**src/rtl/adder_pkg.sv**
```systemverilog
// Shared constants for the pipelined adder: operation encodings and default geometry.
package adder_pkg;

  typedef enum logic {
    OP_ADD = 1'b0,
    OP_SUB = 1'b1
  } op_e;

  localparam int unsigned DEF_WIDTH  = 32;
  localparam int unsigned DEF_STAGES = 4;

endpackage : adder_pkg

```
**src/rtl/adder_slice.sv**
```systemverilog
// Combinational ripple-carry slice; also exposes the carry into its top bit for overflow.
module adder_slice #(
  parameter int unsigned SW = 8
) (
  input  logic [SW-1:0] a,
  input  logic [SW-1:0] b,
  input  logic          cin,
  output logic [SW-1:0] sum,
  output logic          cout,
  output logic          c_msb_in
);

  logic [SW:0] c;

  always_comb begin
    c    = '0;
    c[0] = cin;
    for (int i = 0; i < int'(SW); i++) begin
      c[i+1] = (a[i] & b[i]) | (c[i] & (a[i] ^ b[i]));
    end
  end

  assign sum      = a ^ b ^ c[SW-1:0];
  assign cout     = c[SW];
  assign c_msb_in = c[SW-1];

endmodule : adder_slice

```
**src/rtl/pipe_adder.sv**
```systemverilog
// Carry-pipelined adder/subtractor: one SW-bit slice per stage, operands skewed alongside,
// valid/ready handshake with a single global advance enable.
module pipe_adder
  import adder_pkg::*;
#(
  parameter int unsigned WIDTH  = DEF_WIDTH,
  parameter int unsigned STAGES = DEF_STAGES
) (
  input  logic             clk,
  input  logic             rst,
  input  logic             in_valid,
  output logic             in_ready,
  input  logic [WIDTH-1:0] a,
  input  logic [WIDTH-1:0] b,
  input  logic             cin,
  input  logic             op,
  output logic             out_valid,
  input  logic             out_ready,
  output logic [WIDTH-1:0] sum,
  output logic             cout,
  output logic             ovf,
  output logic             zero
);

  localparam int unsigned SW = WIDTH / STAGES;

  logic adv;

  // Stage inputs: index 0 fed from the ports, index k from the stage k-1 registers.
  logic [WIDTH-1:0]  in_a [STAGES];
  logic [WIDTH-1:0]  in_b [STAGES];
  logic [WIDTH-1:0]  in_s [STAGES];
  logic [STAGES-1:0] in_c;
  logic [STAGES-1:0] in_v;

  logic [WIDTH-1:0]  r_a [STAGES];
  logic [WIDTH-1:0]  r_b [STAGES];
  logic [WIDTH-1:0]  r_s [STAGES];
  logic [STAGES-1:0] r_c;
  logic [STAGES-1:0] r_v;

  logic [WIDTH-1:0]  slice_sum;
  logic [STAGES-1:0] slice_co;
  logic [STAGES-1:0] slice_cmsb;
  logic [WIDTH-1:0]  nxt_s [STAGES];
  logic              unused_cmsb;

  assign adv      = !out_valid || out_ready;
  assign in_ready = adv;

  always_comb begin
    in_a[0] = a;
    in_b[0] = (op == OP_SUB) ? ~b : b;
    in_c[0] = (op == OP_SUB) ? 1'b1 : cin;
    in_s[0] = '0;
    in_v[0] = in_valid;
    for (int k = 1; k < int'(STAGES); k++) begin
      in_a[k] = r_a[k-1];
      in_b[k] = r_b[k-1];
      in_c[k] = r_c[k-1];
      in_s[k] = r_s[k-1];
      in_v[k] = r_v[k-1];
    end
  end

  for (genvar k = 0; k < int'(STAGES); k++) begin : g_stage
    adder_slice #(.SW(SW)) u_slice (
      .a        (in_a[k][k*SW +: SW]),
      .b        (in_b[k][k*SW +: SW]),
      .cin      (in_c[k]),
      .sum      (slice_sum[k*SW +: SW]),
      .cout     (slice_co[k]),
      .c_msb_in (slice_cmsb[k])
    );
  end

  // Merge each stage's fresh slice into the partial result carried forward.
  always_comb begin
    for (int k = 0; k < int'(STAGES); k++) begin
      nxt_s[k]              = in_s[k];
      nxt_s[k][k*SW +: SW]  = slice_sum[k*SW +: SW];
    end
  end

  // Only the top stage's carry-into-MSB feeds ovf.
  assign unused_cmsb = ^slice_cmsb;

  always_ff @(posedge clk or posedge rst) begin
    if (rst) begin
      for (int k = 0; k < int'(STAGES); k++) begin
        r_a[k] <= '0;
        r_b[k] <= '0;
        r_s[k] <= '0;
      end
      r_c  <= '0;
      r_v  <= '0;
      ovf  <= 1'b0;
      zero <= 1'b0;
    end else if (adv) begin
      for (int k = 0; k < int'(STAGES); k++) begin
        r_a[k] <= in_a[k];
        r_b[k] <= in_b[k];
        r_s[k] <= nxt_s[k];
      end
      r_c  <= slice_co;
      r_v  <= in_v;
      ovf  <= slice_co[STAGES-1] ^ slice_cmsb[STAGES-1];
      zero <= (nxt_s[STAGES-1] == '0);
    end
  end

  assign sum       = r_s[STAGES-1];
  assign cout      = r_c[STAGES-1];
  assign out_valid = r_v[STAGES-1];

endmodule : pipe_adder

```
**config.mk**
```make
export PLATFORM = sky130hd
export DESIGN_NAME = pipe_adder
export DESIGN_NICKNAME = d
export VERILOG_FILES = /design/src/rtl/adder_pkg.sv /design/src/rtl/adder_slice.sv /design/src/rtl/pipe_adder.sv
export SDC_FILE = /design/constraint.sdc
export NUM_CORES = 1
export LEC_CHECK = 0
export ABC_AREA = 1
export BUFFER_PORTS_ARGS = -buffer_cell sky130_fd_sc_hd__buf_2
export CAP_MARGIN = 10
export CORE_UTILIZATION = 50
export CTS_CLUSTER_SIZE = 40
export DETAILED_ROUTE_END_ITERATION = 10
export PLACE_DENSITY_LB_ADDON = 0.1
export SYNTH_ARGS = -nofsm -noshare
export SYNTH_HDL_FRONTEND = slang
export SYNTH_HIERARCHICAL = 1
export SYNTH_SLANG_ARGS = --single-unit
```
**constraint.sdc**
```tcl
create_clock -name clk -period 9.5 [get_ports clk]
set_input_delay 0.95 -clock clk [delete_from_list [all_inputs] [get_ports clk]]
set_output_delay 0.95 -clock clk [all_outputs]
set_load 0.05 [all_outputs]
```
==> results.cfg, run 1 <==
[outcome]
status = complete, no violations

[synthesis]
synthDistinctLibCells = 20
ys_seq_area_frac = 0.571
syn_area_um2 = 8150
synth_top_area_frac = 0.571
syn_inst = 853
syn_nets = 955
synth_area_leader_cell = dfrtp_1
ys.flop_type = dfrtp_1
synth_area_leaders = dfrtp_1 (57%), nand2_1 (17%), fa_1 (7.9%)
synth_edf_count = 0
syn_area_per_cell_um2 = 9.55
yosys_warnings = 6
synth-async-reset-ratio = 1.00
ys_ff_latch = 186

[route]
avgViaCountPerCell = 4.67
drc = 0
drtIter0Drc = 359
wl_per_cell_um = 12.5
first_pass_iters = 5
vias = 5442
ant_nets = 0
wl_um = 14500

[cts]
clock_latency_ns = 0.42
cts_buffers = 17
cts_resized = 0
cts_root_buffer = clkbuf_16
clk_pin_slew_ns = 0.06
cts_hold_buf = 0
cts_tree = built
postCtsSetupBuffers = 0
htree_levels = 4
clkSinkCount = 186
cts_buffer_depth = 2

[power]
p_comb_frac = 0.375
power.internal_mw = 1.95
p_sw_frac = 0.401
p_leak_nw = 4.76
ir_drop_uv = 165
clockPowerShare = 0.216
power.switching_mw = 1.31
seqPwrFrac = 0.409
power_density_nw_per_um2 = 352

[place]
io_buffers = 106
globalplace.congestion = 0.729
dp_hpwl_um = 9330
dp.cells = 1135
placed_area_um2 = 8670
dp_slack_ns = 4.68

[critical_path]
cp_common_cell = fa_1
r2r_setup_slack_ns = 5.59
critPathSlowestCell = fa_1
critPathKind = input port to flip-flop
path_cells = buf_2 > buf_4 > or2_2 > fa_1 > fa_1 > fa_1 > fa_1 > fa_1 > inv_1 > fa_1 > fa_1 > inv_1 > fa_1 > nand2_1 > nand2_1
cp-end-kind = flip-flop
cp.buffers_inverters = 4
cp-start-kind = input port
cp_max_fo = 33
cp.arrival_ns = 4.72
max_stage_delay_ns = 0.47
required_ns = 9.86
crit_family = adder cells

[timing]
finalCritPeriodShare = 0.459
timing.fmax_mhz = 229
setup_viol = 0
fin_ws_ns = 5.14
max_slew_margin = 0.307
tightest_slew_ns = 1.04
grt_setup_unrepaired = false
hold_violations = 0
slew_violations = 0
fin_crit_ns = 4.36
finalClockSkew_ns = 0.00703
fin_tns_setup_ns = 0

[global_routing]
grt_pass1_wl_um = 24500
overflow = 0
track_usage = 0.189
antenna_found_initial = 0
grt_pass1_vias = 5078
grt_max_degree = 114

[flow_run]
maxCapViolCount = 0

[floorplan]
num_rows = 46
die_w_um = 130
fp.dieArea_um2 = 16800
coreArea_um2 = 15900
ios = 107
start_util = 0.513
die_y_um = 130

[finish]
final_nets = 1040
n_fill_cell = 1479
final_cells = 1165
mostFrequentLayoutCells = nand2_1 (361), dfrtp_1 (186), buf_2 (106)
finalInstanceArea_um2 = 9260
layout_commonest_cell = nand2_1
area_delta_synth_final_pct = 13.6
drive_above_1_share = 0.153
antennaDiodeCount = 0

[min_path]
hold_path.class = flip-flop to flip-flop
-- kinds of logic after synthesis --
kind of cell    synth area share
flops                      0.571
simple gates               0.178
xor+xnor                  0.0355
compound gates            0.0627
fa+ha+maj                 0.0786
buf+inv                   0.0737
-- power by group through the flow --
stage          combinational (mW)  sequential, mW  clock, mW
2_1_floorplan               0.744            1.56          0
3_3_place_gp                 1.22            1.35          0
3_5_place_dp                 1.25            1.35          0
4_1_cts                      1.25            1.34      0.721
5_1_grt                      1.41            1.38      0.756
6_report                     1.22            1.33      0.704
-- registers in the layout, indices dropped and copies added, names as in the netlist --
| name | count |
|---|---|
| in_a | 48 |
| in_b | 48 |
| in_s | 48 |
| ovf | 1 |
| r_c | 4 |
| r_v | 4 |
| sum | 32 |
| zero | 1 |
-- worst min-delay path, delay by kind of cell (launching register included) --
kind          cells  cell delay (ns)
flops             1             0.32
buf+inv           1             0.05
simple gates      1             0.05
-- final timing paths --
| kind | start | end | depth (start not counted) |
|---|---|---|---|
| worst max-delay path | op | in_s[71] | 15 |
| worst min-delay path | r_v[2] | r_v[3] | 2 |
| worst max register to register | in_a[24] | zero | 15 |
| worst min register to register | r_v[2] | r_v[3] | 2 |
| max in group asynchronous | rst | sum[6] | 3 |
| min in group asynchronous | rst | in_a[82] | 2 |
-- stage by stage --
step / total power [mW] / hold WS (ns) / util
after CTS: 3.31 / 0.456 / 0.583
after global routing: 3.54 / 0.483 / 0.583
after detailed placement: 2.60 / 0.442 / 0.546
after global placement: 2.56 / 0.441 / 0.546
after floorplan: 2.30 / 0.420 / -
final: 3.26 / 0.452 / 0.583
-- Yosys cell counts, types with 3 or more instances --
cell type / number
buf_2: 10
xor2_1: 8
buf_4: 16
fa_1: 32
xnor2_1: 25
nand2_1: 361
nor2_1: 17
inv_1: 72
nand3_1: 3
o21ai_0: 76
dfrtp_1: 186
buf_6: 11
o21ai_1: 23
clkbuf_1: 7
-- final cells by class --
class / instances / area, µm² / share of cell area
Clock buffer: 18 / 439 / 0.0474
Clock inverter: 12 / 151 / 0.0164
Inverter: 74 / 290 / 0.0314
Multi-Input combinational cell: 549 / 2890 / 0.312
Sequential cell: 186 / 4650 / 0.503
Tap cell: 216 / 270 / 0.0292
Timing Repair Buffer: 110 / 561 / 0.0605
-- per-layer routing --
| layer | GRT usage | routed length, µm | part of all wire | up-vias |
|---|---|---|---|---|
| met1 | 0.275 | 7280 | 0.50 | 2584 |
| met3 | 0.0409 | 444 | 0.031 | 6 |
| met2 | 0.282 | 6710 | 0.46 | 102 |
| met4 | 0.0657 | 100 | 0.0069 | 0 |
| li1 | - | - | - | 2750 |
| met5 | 0 | 0 | 0 | - |
Power figures use the tool's default switching activity.
==> inputs of run 2 (changes only) <==
--- a/config.mk
+++ b/config.mk
@@ -5,7 +5,7 @@
 export SDC_FILE = /design/constraint.sdc
 export NUM_CORES = 1
 export LEC_CHECK = 0
-export ABC_AREA = 1
+export ABC_AREA = 0
 export BUFFER_PORTS_ARGS = -buffer_cell sky130_fd_sc_hd__buf_2
 export CAP_MARGIN = 10
 export CORE_UTILIZATION = 50
==> constraint.sdc (replaced) <==
create_clock -name clk -period 3.8 [get_ports clk]
set_input_delay 0.38 -clock clk [delete_from_list [all_inputs] [get_ports clk]]
set_output_delay 0.38 -clock clk [all_outputs]
set_load 0.05 [all_outputs]
==> run 2 against run 1 <==
Sequential cell count is the same. Worst setup slack lost 5.0 ns. Non-clock buffer count grew 5. Routed wire length grew 4.5%. Synthesized cell count increased by 2.2%. Critical path type is now flip-flop to flip-flop. Global-route usage grew 1.0 points. Clock skew grew 0.00089 ns. Cell count grew 2.1%. Critical endpoint is now zero. Via count grew 0.70%.
==> results.cfg, run 2 <==
[synthesis]
synth-async-reset-ratio = 1.00
synthDistinctLibCells = 20
ys_ff_latch = 186
ys_seq_area_frac = 0.570
synth_area_leader_cell = dfrtp_1
syn_inst = 872
syn_area_per_cell_um2 = 9.37
yosys_warnings = 6
synth_common_cells = nand2_1 (503), dfrtp_1 (186), inv_1 (33)
synth_edf_count = 0
synth_top_area_frac = 0.570
yosysMostFrequentCell = nand2_1
ys.flop_type = dfrtp_1
syn_area_um2 = 8170
syn_nets = 974
synth_area_leaders = dfrtp_1 (57%), nand2_1 (23%), fa_1 (7.8%)

[cts]
cts_tree = built
htree_levels = 4
cts_root_buffer = clkbuf_16
cts_buffer_depth = 2
cts_buffers = 17
clk_pin_slew_ns = 0.07
cts_hold_buf = 0
clkSinkCount = 186
postCtsSetupBuffers = 0
clock_latency_ns = 0.42

[critical_path]
cp_common_cell = fa_2
cp-start-kind = flip-flop
cp_max_fo = 2
path_cells = fa_2 > fa_2 > fa_2 > fa_2 > fa_2 > inv_2 > fa_1 > fa_1 > inv_1 > fa_1 > nor4_2 > nand4_1 > o31ai_1
cp.buffers_inverters = 2
critPathSlowestCell = fa_1
cp-end-kind = flip-flop
cp.arrival_ns = 4.02
required_ns = 4.13
crit_family = adder cells
r2r-start = in_a[24]
max_stage_delay_ns = 0.47
critPathKind = flip-flop to flip-flop
crit_start = in_a[24]

[power]
power.internal_mw = 4.88
power_density_nw_per_um2 = 884
clockPowerShare = 0.212
seqPwrFrac = 0.416
p_comb_frac = 0.373
p_sw_frac = 0.409
ir_drop_uv = 843
power.switching_mw = 3.38
power_mw = 8.26
p_leak_nw = 4.97

[floorplan]
fp.dieArea_um2 = 16900
die_y_um = 130
start_util = 0.513
ios = 107
num_rows = 46
coreArea_um2 = 15900
die_w_um = 130

[timing]
slew_violations = 0
finalCritPeriodShare = 0.973
setup_viol = 0
fin_tns_setup_ns = 0
fin_crit_ns = 3.70
hold_violations = 0
grt_setup_unrepaired = true
timing.fmax_mhz = 271
max_slew_margin = 0.299
finalClockSkew_ns = 0.00792
tightest_slew_ns = 1.05

[global_routing]
grt_pass1_wl_um = 25700
antenna_found_initial = 0
overflow = 0
grt_max_degree = 109
grt_pass1_vias = 5171
track_usage = 0.199

[flow_run]
maxCapViolCount = 0

[place]
io_buffers = 106
dp_hpwl_um = 10200
globalplace.congestion = 0.741

[min_path]
hold_path.class = input port to async pin

[outcome]
status = complete, no violations

[route]
wl_per_cell_um = 12.8
first_pass_iters = 4
drtIter0Drc = 449
vias = 5480
drc = 0
ant_nets = 0
avgViaCountPerCell = 4.61
wl_um = 15200

[finish]
final_nets = 1063
area_delta_synth_final_pct = 14.3
drive_above_1_share = 0.161
mostFrequentLayoutCells = nand2_1 (503), dfrtp_1 (186), buf_2 (106)
antennaDiodeCount = 0
layout_commonest_cell = nand2_1
-- run 2: per-layer routing --
metal | global-route usage | vias to the layer above | routed length, µm
met2 | 0.274 | 102 | 6440
met5 | 0 | - | 0
li1 | - | 2805 | -
met3 | 0.0398 | 10 | 469
met4 | 0.0595 | 0 | 123
met1 | 0.316 | 2563 | 8160
-- run 2: area by class of cell --
type | count | area, µm²
clock inverter | 11 | 118
timing repair buffer | 115 | 636
sequential | 186 | 4650
multi-input combinational | 607 | 3060
clock buffer | 21 | 470
inverter | 34 | 134
tap | 216 | 270
fill | 1516 | 6600
-- run 2: kinds of logic after synthesis --
kind of cell / count (synthesis) / synth area share
simple gates: 516 / 0.242
xor+xnor: 33 / 0.0354
compound gates: 26 / 0.0162
fa+ha+maj: 32 / 0.0784
buf+inv: 79 / 0.0585
flops: 186 / 0.570
-- run 2: what timing repair did --
item,CTS,global route
endpoints found under the hold margin,0,0
gates resized for setup,4,3
pin swaps,2,2
setup endpoints to repair,1,1
-- run 2: worst paths after layout --
path | endpoint | slack (ns) | depth (start not counted)
worst max-delay path | zero | 0.10 | 13
worst min-delay path | in_s[22] | 0.12 | 3
worst max register to register | zero | 0.10 | 13
worst min register to register | sum[20] | 0.46 | 2
max in group asynchronous | in_b[76] | 3.28 | 3
min in group clk | in_a[73] | 0.15 | 3
-- run 2: metrics by stage --
step           hold WS (ns)  utilization  area, µm²  setup slack (ns)  std cells
5_1_grt               0.151        0.586       9340           -0.0835       1190
4_1_cts               0.133        0.585       9330           -0.0329       1190
3_3_place_gp          0.446        0.548       8740           -0.0650       1158
6_report              0.120        0.586       9340             0.104       1190
2_1_floorplan         0.430            -       8180            0.0119        872
3_5_place_dp          0.451        0.548       8740            -0.122       1158
-- run 2: tightest hold or removal path, delay by kind of cell --
kind     cells  cell delay (ns)
buf+inv      3             0.59
-- run 2: power groups by stage --
stage	combinational (mW)	sequential (mW)	clock, mW
3_3_place_gp	3.04	3.44	0
5_1_grt	3.54	3.55	1.87
6_report	3.08	3.43	1.75
3_5_place_dp	3.09	3.46	0
2_1_floorplan	1.86	3.94	0
4_1_cts	3.12	3.44	1.79
